## src/rtl/struct_unpacker.sv

```systemverilog
// Struct unpacker: buffers packed {last, first} words in a small FIFO and emits each word as two field beats.
// Optional STRUCT_UNPACKER_LAST_FIRST_EN swaps the beat order (last field first); out_last still marks the second beat.
module struct_unpacker #(
    parameter int FIELD_W = 2,
    parameter int DEPTH   = 2
) (
    input  logic                 clk,
    input  logic                 rst,
    input  logic                 in_valid,
    output logic                 in_ready,
    input  logic [2*FIELD_W-1:0] in_data,
    output logic                 out_valid,
    input  logic                 out_ready,
    output logic [FIELD_W-1:0]   out_data,
    output logic                 out_last
);
    localparam int AW = (DEPTH > 1) ? $clog2(DEPTH) : 1;
    localparam int CW = $clog2(DEPTH + 1);

    // Handshakes: a transfer happens on a rising edge where valid && ready are both high;
    // valid never waits on ready, and in_ready depends only on registered state and rst.
    typedef enum logic {
        PH_A = 1'b0,
        PH_B = 1'b1
    } phase_t;

    phase_t                 phase;
    phase_t                 phase_nxt;
    logic [AW-1:0]          wr_ptr;
    logic [AW-1:0]          rd_ptr;
    logic [CW-1:0]          count;
    logic [2*FIELD_W-1:0]   mem [DEPTH];
    logic [2*FIELD_W-1:0]   head;
    logic [FIELD_W-1:0]     field_a;
    logic [FIELD_W-1:0]     field_b;
    logic                   push;
    logic                   beat;
    logic                   pop;

    assign in_ready  = (count != CW'(DEPTH)) && !rst;
    assign out_valid = (count != '0) && !rst;
    assign push      = in_valid && in_ready;
    assign beat      = out_valid && out_ready;
    assign pop       = beat && (phase == PH_B);
    assign head      = mem[rd_ptr];

`ifdef STRUCT_UNPACKER_LAST_FIRST_EN
    assign field_a = head[2*FIELD_W-1:FIELD_W];
    assign field_b = head[FIELD_W-1:0];
`else
    assign field_a = head[FIELD_W-1:0];
    assign field_b = head[2*FIELD_W-1:FIELD_W];
`endif

    always_comb begin
        phase_nxt = phase;
        out_data  = '0;
        out_last  = 1'b0;
        if (beat) begin
            phase_nxt = (phase == PH_A) ? PH_B : PH_A;
        end
        if (out_valid) begin
            out_data = (phase == PH_B) ? field_b : field_a;
            out_last = (phase == PH_B);
        end
    end

    always_ff @(posedge clk) begin
        if (rst) begin
            phase  <= PH_A;
            wr_ptr <= '0;
            rd_ptr <= '0;
            count  <= '0;
        end else begin
            phase <= phase_nxt;
            if (push) wr_ptr <= wr_ptr + AW'(1);
            if (pop)  rd_ptr <= rd_ptr + AW'(1);
            // Simultaneous push and pop leaves occupancy unchanged.
            case ({push, pop})
                2'b10:   count <= count + CW'(1);
                2'b01:   count <= count - CW'(1);
                default: count <= count;
            endcase
        end
    end

    always_ff @(posedge clk) begin
        if (push) mem[wr_ptr] <= in_data;
    end
endmodule
```

## config.mk

```make
export PLATFORM = sky130hd
export DESIGN_NAME = struct_unpacker
export DESIGN_NICKNAME = d
export VERILOG_FILES = /design/src/rtl/struct_unpacker.sv
export SDC_FILE = /design/constraint.sdc
export NUM_CORES = 1
export LEC_CHECK = 0
export ABC_AREA = 1
export CAP_MARGIN = 20
export CORE_AREA = 8 8 45 47
export DETAILED_ROUTE_END_ITERATION = 10
export DIE_AREA = 0 0 53 55
export PLACE_DENSITY = 0.74
export SETUP_SLACK_MARGIN = 0.3
export SLEW_MARGIN = 20
export SYNTH_ARGS = -nofsm -noshare
export SYNTH_HDL_FRONTEND = slang
export SYNTH_SLANG_ARGS = --single-unit
```

## constraint.sdc

```tcl
create_clock -name clk -period 4.4 [get_ports clk]
set_clock_uncertainty 0.2 [all_clocks]
set_input_delay 0.88 -clock clk [delete_from_list [all_inputs] [get_ports clk]]
set_output_delay 0.88 -clock clk [all_outputs]
set_load 0.1 [all_outputs]
```

# == After elaboration in Yosys (flattened, before gate mapping) ==
# Memory sizes are Yosys's and may differ from the RTL's. A register that Yosys moved wholly into a read port is not among the register bits.
# Cells that the tools add are included.
# word_totals
regBits,5
ram_bits,8
out_inout_bits,5
word_cells,29
n_memories,1
# classes
add_sub_neg,4
n_eq_ne,3
mux,9
n_reduce_logical,8
# memory_table
name,words,word_bits,read_ports,rd_ports_with_merged_regs,wr,line_no,source
mem,2,4,1,1,1,32,logic [2*FIELD_W-1:0] mem [DEPTH];
# ops
op,n
$mux 1,6
$logic_and 1x1->1,5
$mux 2,2
$pmux 2 s2,1
$reduce_bool 2->1,2
$add 1x1->1 const B,2
$add 2x1->2 const B,1
$eq 2x1->1 const B,1
$eq 2x2->1 const B,1
$ne 2x2->1 const B,1
$sub 2x1->2 const B,1
$logic_not 1->1,1

# == Logic depth before layout (Yosys ltp) ==
# Gate-level depths: netlist of the first run.
# logic_depth
depth_word,6
mapped_depth,9
depth_no_buf,9

# == Worst setup path before layout of the first run ==
# Ideal clock, no wire load.
# synth_timing
path_kind,input to output
from,in rst
to,out out_data[0]
t_arrival_ps,2546
required_time_ps,3320
slack_ps,774
path_stages,3
path_buffers,0
cell_sequence,inv_2 -> nand2_2 -> a21oi_1
# synth_via
elab_chain_len,3
# synth_rtl
element,line_no,source
"start, declared",8,"input logic rst,"
$logic_not 1->1,41,assign out_valid = (count != '0) && !rst;
$logic_and 1x1->1,41,
$mux 2,62,if (out_valid) begin
"end, declared",14,"output logic [FIELD_W-1:0] out_data,"
# No other way between the ends.

# == Final worst setup path of the first run ==
# Ends and elaborated chain as after synthesis.

==> reports/metrics.yaml, run 1 <==
run_status: "completed"
worst_ep_required_time_ns: 3.32
syn2layout_area_growth_pct: 24.5
netlist_area_um2: 628
worst_pin_slew_ns: 0.329
netlist_top_cells_area: "edfxtp_1 (38%), dfxtp_1 (19%), nor2_1 (8.4%), nand2_1 (4.8%), inv_1 (3.6%)"
std_cell_rows: 14
wl_met1_um: 523
headroom_to_the_max_slew_limit: 0.780
yosys_most_used_dff: "edfxtp_1"
drt_iter0_markers: 2
tritoncts.num_buffers: 3
avgRoutedWirePerCell_um: 11.6
ir_drop_mv: 0.193
drtAntennaViolNets: 0
global_route_usage_over_all_layers: 0.0929
first_pass_iters: 3
area_share_of_the_largest_cell_type_after_synthesis: 0.382
synth.net_count: 76
postSynthCellCount: 67
hold_class: "reg2reg"
timing.final.max_slew_violations: 0
maxCapViolCount: 0
leftover_overflow_at_the_end_of_global_routing: 0
synth.most_common_cell: "nor2_1"
grt_pass1_wl_um: 1930
hold-worst-slack_ns: 0.268
antenna_found_initial: 0
total_leakage_power_nw: 0.329
postRouteWirelength_um: 1150
met3_wirelength_um: 61
setup_total_negative_slack_ns: 0
synth_seq_area_share: 0.574
final_nets: 93
core_area_um2: 1380
power-per-cell-area_nw_per_um2: 335
grt_start_max_net_pins: 9
timing_hold_violations_final: 0
post_synth.cell_area_avg_um2: 9.37
num-fill-cells: 128
dr_total_vias: 470
top_routing_layer_used: "met4"
die_h_um: 55
insertion_delay_ns: 0.28
post-route-util: 0.565
ctsRootBufferMaster: "clkbuf_4"
synth_cell_type_count: 19
synth.cells.most_frequent: "nor2_1 (14), edfxtp_1 (8), nand2_1 (8)"
synth.largest_area_cell: "edfxtp_1"
critical_path.max_fanout: 7
post-cts-setup-buffer-count: 0
cts_tree: "built"
final_layout_size_suffix_gt1_frac: 0.217
synth.ff_latch_count: 14
critical_path.endpoint_type: "primary output"
drc: 0
htree_num_levels: 1
max_clock_freq_mhz: 321
cp-start-kind: "input pin"
wl_met2_um: 520
routed_via_density: 4.75
arrival_ns: 2.04
ctsLongestPathBuffers: 2
final.min_clock_period_ns: 3.12
synth_warnings: 0
ant_diodes: 0
part_of_the_cycle_the_worst_path_needs: 0.708
ctsHoldBuffers: 0
dp_hpwl_um: 910
place_area_um2: 756
clkTransAtPathRegs_ns: 0.08
cts-resized-gates: 0
synth_edf_count: 8
ioPinCount: 13
grt_pass1_vias: 484
port-buffer-count: 12
rsz_0062_raised_after_global_routing: "no"
final_replace_weighted_congestion: 0.819
effective_utilization_at_floorplan: 0.454
layout.cell_area.non_filler_um2: 782
design.die.area_um2: 2920
path_class: "in2out"
tritoncts_num_sinks: 14
die_w_um: 53
finalSetupViolations: 0
synthArstFlopShare: 0
## cells in the final DEF (no fill, tap or decap), drive strengths merged
master,count
a21oi,6
a31oi,1
buf,5
clkbuf,3
clkdlybuf4s50,7
clkinv,2
dfxtp,6
edfxtp,8
ha,1
inv,10
nand2,10
nand3,2
nand4,2
nor2,14
o21ai,5
or2,1
## worst max-delay path, cell delays in order
cell and delay [ns]:
clkdlybuf4s50_1 0.46, inv_2 0.16, nand2_2 0.10, a21oi_1 0.12, buf_4 0.30
## power breakdown
part | internal, W | switching [W]
Sequential | 0.000143 | 0.00000306
Combinational | 0.0000136 | 0.0000286
Clock | 0.0000329 | 0.0000406
## layer usage
layer / global-route usage / vias up
met5: 0 / -
met4: 0.103 / 0
met3: 0.0214 / 4
met2: 0.143 / 12
met1: 0.0989 / 199
li1: - / 255
## path summary, 6_finish.rpt
check | startpoint | endpoint | slack [ns] | cells past startpoint
max | rst | out_data[0] | 1.28 | 5
min | wr_ptr$_SDFFE_PP0N_ | wr_ptr$_SDFFE_PP0N_ | 0.27 | 2
max reg2reg | count[1]$_SDFFE_PP0P_ | count[1]$_SDFFE_PP0P_ | 2.79 | 9
min reg2reg | wr_ptr$_SDFFE_PP0N_ | wr_ptr$_SDFFE_PP0N_ | 0.27 | 2
## kinds of logic (layout without fill, tap and decap cells)
group,count (synthesis),after routing,share of synthesized area
adder cells (fa/ha/maj),1,1,0.0199
buffers and inverters,11,27,0.0677
AO/OA/AOI/OAI,12,12,0.110
AND/OR/NAND/NOR,29,29,0.229
flip-flops,14,14,0.574
## sequential cells by signal, indices dropped and copies added, names as in the netlist, named ones only
register / cells
count: 2
phase: 1
wr_ptr: 1
mem: 8
rd_ptr: 1
## metrics by stage
stage	worst slack [ns]	instances	total power [W]
detailed placement	1.28	95	0.000192
global route	1.21	99	0.000275
floorplan	0.774	67	0.000178
CTS	1.28	99	0.000264
finish	1.28	99	0.000262
global placement	1.30	95	0.000191
## cell type report
cell class                 count  area (µm²)  share of cell area
clock buffer                   3        22.5              0.0288
clock inverter                 1        3.75             0.00480
inverter                      11        42.5              0.0544
multi-input combinational     42         225               0.288
sequential                    14         360               0.461
tap                           16        20.0              0.0256
timing repair buffer          12         108               0.138
(Power assumes the default switching activity.)
==> run 2: changes to the inputs <==
CORE_AREA = not set   (was 8 8 45 47)
CORE_MARGIN = 8   (was not set)
CORE_UTILIZATION = 47   (was not set)
DIE_AREA = not set   (was 0 0 53 55)
clock period = 3.1 ns   (was 4.4 ns; I/O delays follow)
==> run 2 against run 1 <==
  * Utilization rose by 10 points
  * Final area rose by 7.8%
  * Final cell count fell by 1.0%
  * Power rose by 44%
  * Non-clock buffer count did not move
  * Critical path type unchanged
==> reports/metrics.yaml, run 2 (synthesis results as in run 1) <==
tritoncts_num_sinks: 14  # unchanged
arrival_ns: 1.80  # -0.24 ns
dp_hpwl_um: 993  # +9.2%
cp_slowest_cell: "clkdlybuf4s50_1"
finalSetupViolations: 0  # unchanged
std_cell_rows: 13  # -1
tritoncts.num_buffers: 3  # unchanged
core_area_um2: 1270  # -8.3%
antenna_found_initial: 0  # unchanged
headroom_to_the_max_slew_limit: 0.764  # -0.0153
reg_top3: "mem (8), count (2)"
ctsHoldBuffers: 0  # unchanged
effective_utilization_at_floorplan: 0.495  # +0.0412
ir_drop_mv: 0.309  # +60%
port-buffer-count: 12  # unchanged
clkTransAtPathRegs_ns: 0.08  # about the same
ant_diodes: 0  # unchanged
hold_class: "reg2reg"
part_of_the_cycle_the_worst_path_needs: 0.846
rsz_0062_raised_after_global_routing: "no"
cts-resized-gates: 0  # unchanged
power-per-cell-area_nw_per_um2: 448  # +34%
grt_pass1_wl_um: 2080  # +7.5%
totalPowerFinal_w: 0.000378  # +44%
grt_util_met3: 0.0341  # +0.0127
post-cts-setup-buffer-count: 0  # unchanged
timing_hold_violations_final: 0  # unchanged
insertion_delay_ns: 0.27  # about the same
first_pass_iters: 4  # +1
layout.cells.most_common_list: "nor2_1 (14), nand2_1 (8), edfxtp_1 (8)"
cts_tree: "built"
maxCapViolCount: 0  # unchanged
path_class: "in2out"
cp_cell_sequence: "clkdlybuf4s50_1 -> inv_2 -> nand2_2 -> a21oi_1 -> buf_12"
critical_path.max_fanout: 7  # unchanged
worst_pin_slew_ns: 0.352  # +0.0229 ns
syn2layout_area_growth_pct: 34.3
leftover_overflow_at_the_end_of_global_routing: 0  # unchanged
groute.layer.met2.usage: 0.184  # +0.0412
routed_via_density: 5.10  # +7.5%
crit_path_max_incr_delay_ns: 0.46  # about the same
design.die.area_um2: 2760  # -5.2%
avgRoutedWirePerCell_um: 12.6  # +9.3%
die_h_um: 52.6  # -4.4%
final_layout_size_suffix_gt1_frac: 0.217  # unchanged
ctsRootBufferMaster: "clkbuf_4"
final_nets: 93  # unchanged
critical_path.endpoint_type: "primary output"
drc: 0  # unchanged
global_route_usage_over_all_layers: 0.101  # +0.00799
final_replace_weighted_congestion: 0.703  # -14%
drtAntennaViolNets: 0  # unchanged
max_clock_freq_mhz: 381
grt_start_max_net_pins: 9  # unchanged
dr_total_vias: 500  # +6.4%
grt_pass1_vias: 495  # +2.3%
final.min_clock_period_ns: 2.62
largest_register_ff_count: 8  # unchanged
layout_commonest_cell: "nor2_1"
postRouteWirelength_um: 1240  # +8.2%
setup_total_negative_slack_ns: 0  # unchanged
ctsLongestPathBuffers: 2  # unchanged
drt_iter0_markers: 14  # +12
grt_util_met1: 0.102  # +0.00324
timing.final.max_slew_violations: 0  # unchanged
worst_ep_required_time_ns: 2.28  # -1.04 ns
largest_register: "mem"
htree_num_levels: 1  # unchanged
cp-start-kind: "input pin"
run_status: "completed"
die_w_um: 52.6  # -0.84%
total_leakage_power_nw: 0.345  # +4.9%
busiest_layer: "met2"
ioPinCount: 13  # unchanged
## run 2: where the power goes
| part | internal, W | total, W | switching, W | leakage, nW |
|---|---|---|---|---|
| clock | 0.0000465 | 0.000100 | 0.0000539 | 0.0154 |
| sequential | 0.000203 | 0.000208 | 0.00000473 | 0.122 |
| combinational | 0.0000262 | 0.0000696 | 0.0000434 | 0.207 |
## run 2: worst paths after layout
kind         depth (start not counted)                  start  slack, ns                    end
max                                  5                    rst       0.48            out_data[0]
min reg2reg                          2    wr_ptr$_SDFFE_PP0N_       0.29    wr_ptr$_SDFFE_PP0N_
max reg2reg                          7  count[0]$_SDFFE_PP0P_       1.46  count[1]$_SDFFE_PP0P_
min                                  2    wr_ptr$_SDFFE_PP0N_       0.29    wr_ptr$_SDFFE_PP0N_
## run 2: routing by layer
metal  up-vias  wire length [µm]
li1        255                 -
met2        12               641
met5         -                 0
met4         0                 8
met1       231               517
met3         2                72
## run 2: critical path: cells and delay by family
family / cells / cell delay [ns]
buffers and inverters: 3 / 0.83
AO/OA/AOI/OAI: 1 / 0.24
AND/OR/NAND/NOR: 1 / 0.11
## run 2: metrics by stage
stage / worst slack [ns] / util / hold WS [ns] / instance area, µm² / instances
floorplan: -0.00577 / - / 0.239 / 628 / 67
global placement: 0.499 / 0.644 / 0.263 / 817 / 94
detailed placement: 0.488 / 0.644 / 0.264 / 817 / 94
CTS: 0.487 / 0.665 / 0.276 / 843 / 98
global route: 0.436 / 0.665 / 0.308 / 843 / 98
finish: 0.477 / 0.665 / 0.286 / 843 / 98
## run 2: layout make-up
class	count	area (µm²)
Clock inverter	1	3.75
Fill cell	99	425
Multi-Input combinational cell	42	225
Tap cell	15	18.8
Inverter	11	42.5
Sequential cell	14	360
Clock buffer	3	22.5
Timing Repair Buffer	12	170
==> run 3: changes to the inputs <==
CORE_UTILIZATION = 43   (was 47)
PLACE_DENSITY = 0.72   (was 0.74)
clock period = 2.3 ns   (was 3.1 ns; I/O delays follow)
==> run 3 against run 2 <==
  * Register-to-register slack got worse by 0.74 ns
  * Worst setup slack worse by 0.11 ns
  * Sequential power is 34% higher
  * Die area up 6.4%
  * First-iteration DRC count shrank 64%
  * Global-route usage shrank 0.50 points
  * Critical endpoint unchanged
  * Largest cell class unchanged
==> reports/metrics.yaml, run 3 (synthesis results as in run 1) <==
run_status: "completed"
clkTransAtPathRegs_ns: 0.09  # about the same
arrival_ns: 1.27  # -0.53 ns
grt_pass1_wl_um: 2060  # -0.96%
insertion_delay_ns: 0.27  # about the same
ctsLongestPathBuffers: 2  # unchanged
effective_utilization_at_floorplan: 0.471  # -0.0241
clock_power_share: 0.270  # +0.004
tritoncts_num_sinks: 14  # unchanged
cp-start-kind: "register"
htree_num_levels: 1  # unchanged
leftover_overflow_at_the_end_of_global_routing: 0  # unchanged
ir_drop_mv: 0.392  # +27%
seqPwrFrac: 0.534  # -0.016
postRouteWirelength_um: 1170  # -5.5%
path_class: "reg2out"
critical_path.max_fanout: 4  # -3
p_comb_frac: 0.197  # +0.013
antenna_found_initial: 0  # unchanged
final_nets: 95  # +2.2%
cp_cell_sequence: "inv_2 -> nor2_1 -> o21ai_1 -> a21oi_4 -> buf_12"
crit_path_max_incr_delay_ns: 0.38  # -0.08 ns
dr_total_vias: 492  # -1.6%
global_route_usage_over_all_layers: 0.0959  # -0.00497
cp_slowest_cell: "dfxtp_4"
grt_pass1_vias: 496  # +0.20%
tritoncts.num_buffers: 3  # unchanged
post-route-util: 0.678  # +0.0135
largest_register_ff_count: 8  # unchanged
headroom_to_the_max_slew_limit: 0.779  # +0.0143
part_of_the_cycle_the_worst_path_needs: 0.840
stdcell_count: 100  # +2.0%
internal_power_w: 0.000380  # +38%
design.die.area_um2: 2940  # +6.4%
drt_iter0_markers: 5  # -9
layout.cell_area.non_filler_um2: 905  # +7.3%
routed_via_density: 4.92  # -3.6%
largest_register: "mem"
timing_hold_violations_final: 0  # unchanged
finalSetupViolations: 0  # unchanged
worst_pin_slew_ns: 0.331  # -0.0214 ns
die_h_um: 54.2  # +3.2%
final_layout_size_suffix_gt1_frac: 0.318  # +0.101
setup_total_negative_slack_ns: 0  # unchanged
drc: 0  # unchanged
layout_commonest_cell: "nor2_1"
ctsHoldBuffers: 0  # unchanged
std_cell_rows: 13  # unchanged
ant_diodes: 0  # unchanged
final.min_clock_period_ns: 1.93
ioPinCount: 13  # unchanged
core_area_um2: 1330  # +5.1%
place_area_um2: 850  # +4.0%
ctsRootBufferMaster: "clkbuf_4"
cts_tree: "built"
maxCapViolCount: 0  # unchanged
port-buffer-count: 12  # unchanged
power-per-cell-area_nw_per_um2: 579  # +29%
total_leakage_power_nw: 0.367  # +6.6%
grt_start_max_net_pins: 9  # unchanged
path_delay_family: "flip-flops"
critical_path.endpoint_type: "primary output"
worst_ep_required_time_ns: 1.64  # -0.64 ns
die_w_um: 54.2  # +3.2%
drtAntennaViolNets: 0  # unchanged
place.detailed.instances: 95  # +1.1%
first_pass_iters: 2  # -2
avgRoutedWirePerCell_um: 11.7  # -7.4%
reg_top3: "mem (8), count (2)"
rsz_0062_raised_after_global_routing: "no"
syn2layout_area_growth_pct: 44.0
layout.cells.most_common_list: "nor2_1 (13), nand2_1 (8), edfxtp_1 (8)"
hold_class: "reg2reg"
timing.final.max_slew_violations: 0  # unchanged
switchingPower_w: 0.000143  # +40%
max_clock_freq_mhz: 518
timing.critical_path.buf_inv: 2  # -1
power.share.switching: 0.274  # +0.00365
final_replace_weighted_congestion: 0.694  # -1.3%
dp_hpwl_um: 919  # -7.4%
[run 3: changes by cell type in the layout (fill, tap and decap cells not counted), sizes merged]
cell           previous run  this run
clkdlybuf4s50             7         6
clkbuf                    3         4
clkinv                    2         1
dlygate4sd2               0         1
buf                       5         7
[run 3: final timing paths]
path | from | to | slack [ns] | cells after the start
worst max-delay path | phase$_SDFFE_PP0P_ | out_data[0] | 0.37 | 5
worst min-delay path | wr_ptr$_SDFFE_PP0N_ | wr_ptr$_SDFFE_PP0N_ | 0.27 | 2
worst max register to register | count[0]$_SDFFE_PP0P_ | count[1]$_SDFFE_PP0P_ | 0.72 | 9
worst min register to register | wr_ptr$_SDFFE_PP0N_ | wr_ptr$_SDFFE_PP0N_ | 0.27 | 2
[run 3: per-layer routing]
| layer | vias to the layer above | track usage | part of all wire |
|---|---|---|---|
| li1 | 259 | - | - |
| met1 | 223 | 0.104 | 0.46 |
| met2 | 8 | 0.168 | 0.49 |
| met3 | 2 | 0.0325 | 0.039 |
| met4 | 0 | 0.0369 | 0.0077 |
| met5 | - | 0 | 0 |
[run 3: repair_timing]
item / CTS / global route
buffers inserted: 1 / 0
setup endpoints to repair: 5 / 3
pin swaps: 1 / 0
gates resized for setup: 7 / 3
[run 3: final cells by class]
| cell class | count | area, µm² |
|---|---|---|
| fill | 102 | 429 |
| sequential | 14 | 367 |
| multi-input combinational | 42 | 267 |
| timing repair buffer | 14 | 184 |
| inverter | 11 | 42.5 |
| clock buffer | 4 | 26.3 |
| tap | 15 | 18.8 |
[run 3: power by group through the flow]
stage          clock network (W)  registers, W   logic, W
2_1_floorplan                  0      0.000284  0.0000604
3_3_place_gp                   0      0.000285  0.0000975
3_5_place_dp                   0      0.000285  0.0000990
4_1_cts                 0.000143      0.000280   0.000103
5_1_grt                 0.000161      0.000281   0.000110
6_report                0.000141      0.000279   0.000103
[run 3: tightest hold or removal path, stage by stage (launching register included)]
cell and delay (ns):
dfxtp_1 0.31, nand2_1 0.06, a21oi_1 0.06
[run 3: metrics by stage]
| step | hold slack (ns) | worst slack (ns) | total power, W |
|---|---|---|---|
| after global routing | 0.285 | 0.298 | 0.000551 |
| final | 0.266 | 0.369 | 0.000523 |
| after global placement | 0.252 | 0.0973 | 0.000383 |
| after floorplan | 0.239 | 0.101 | 0.000345 |
| after detailed placement | 0.253 | 0.0966 | 0.000384 |
| after CTS | 0.265 | 0.313 | 0.000526 |
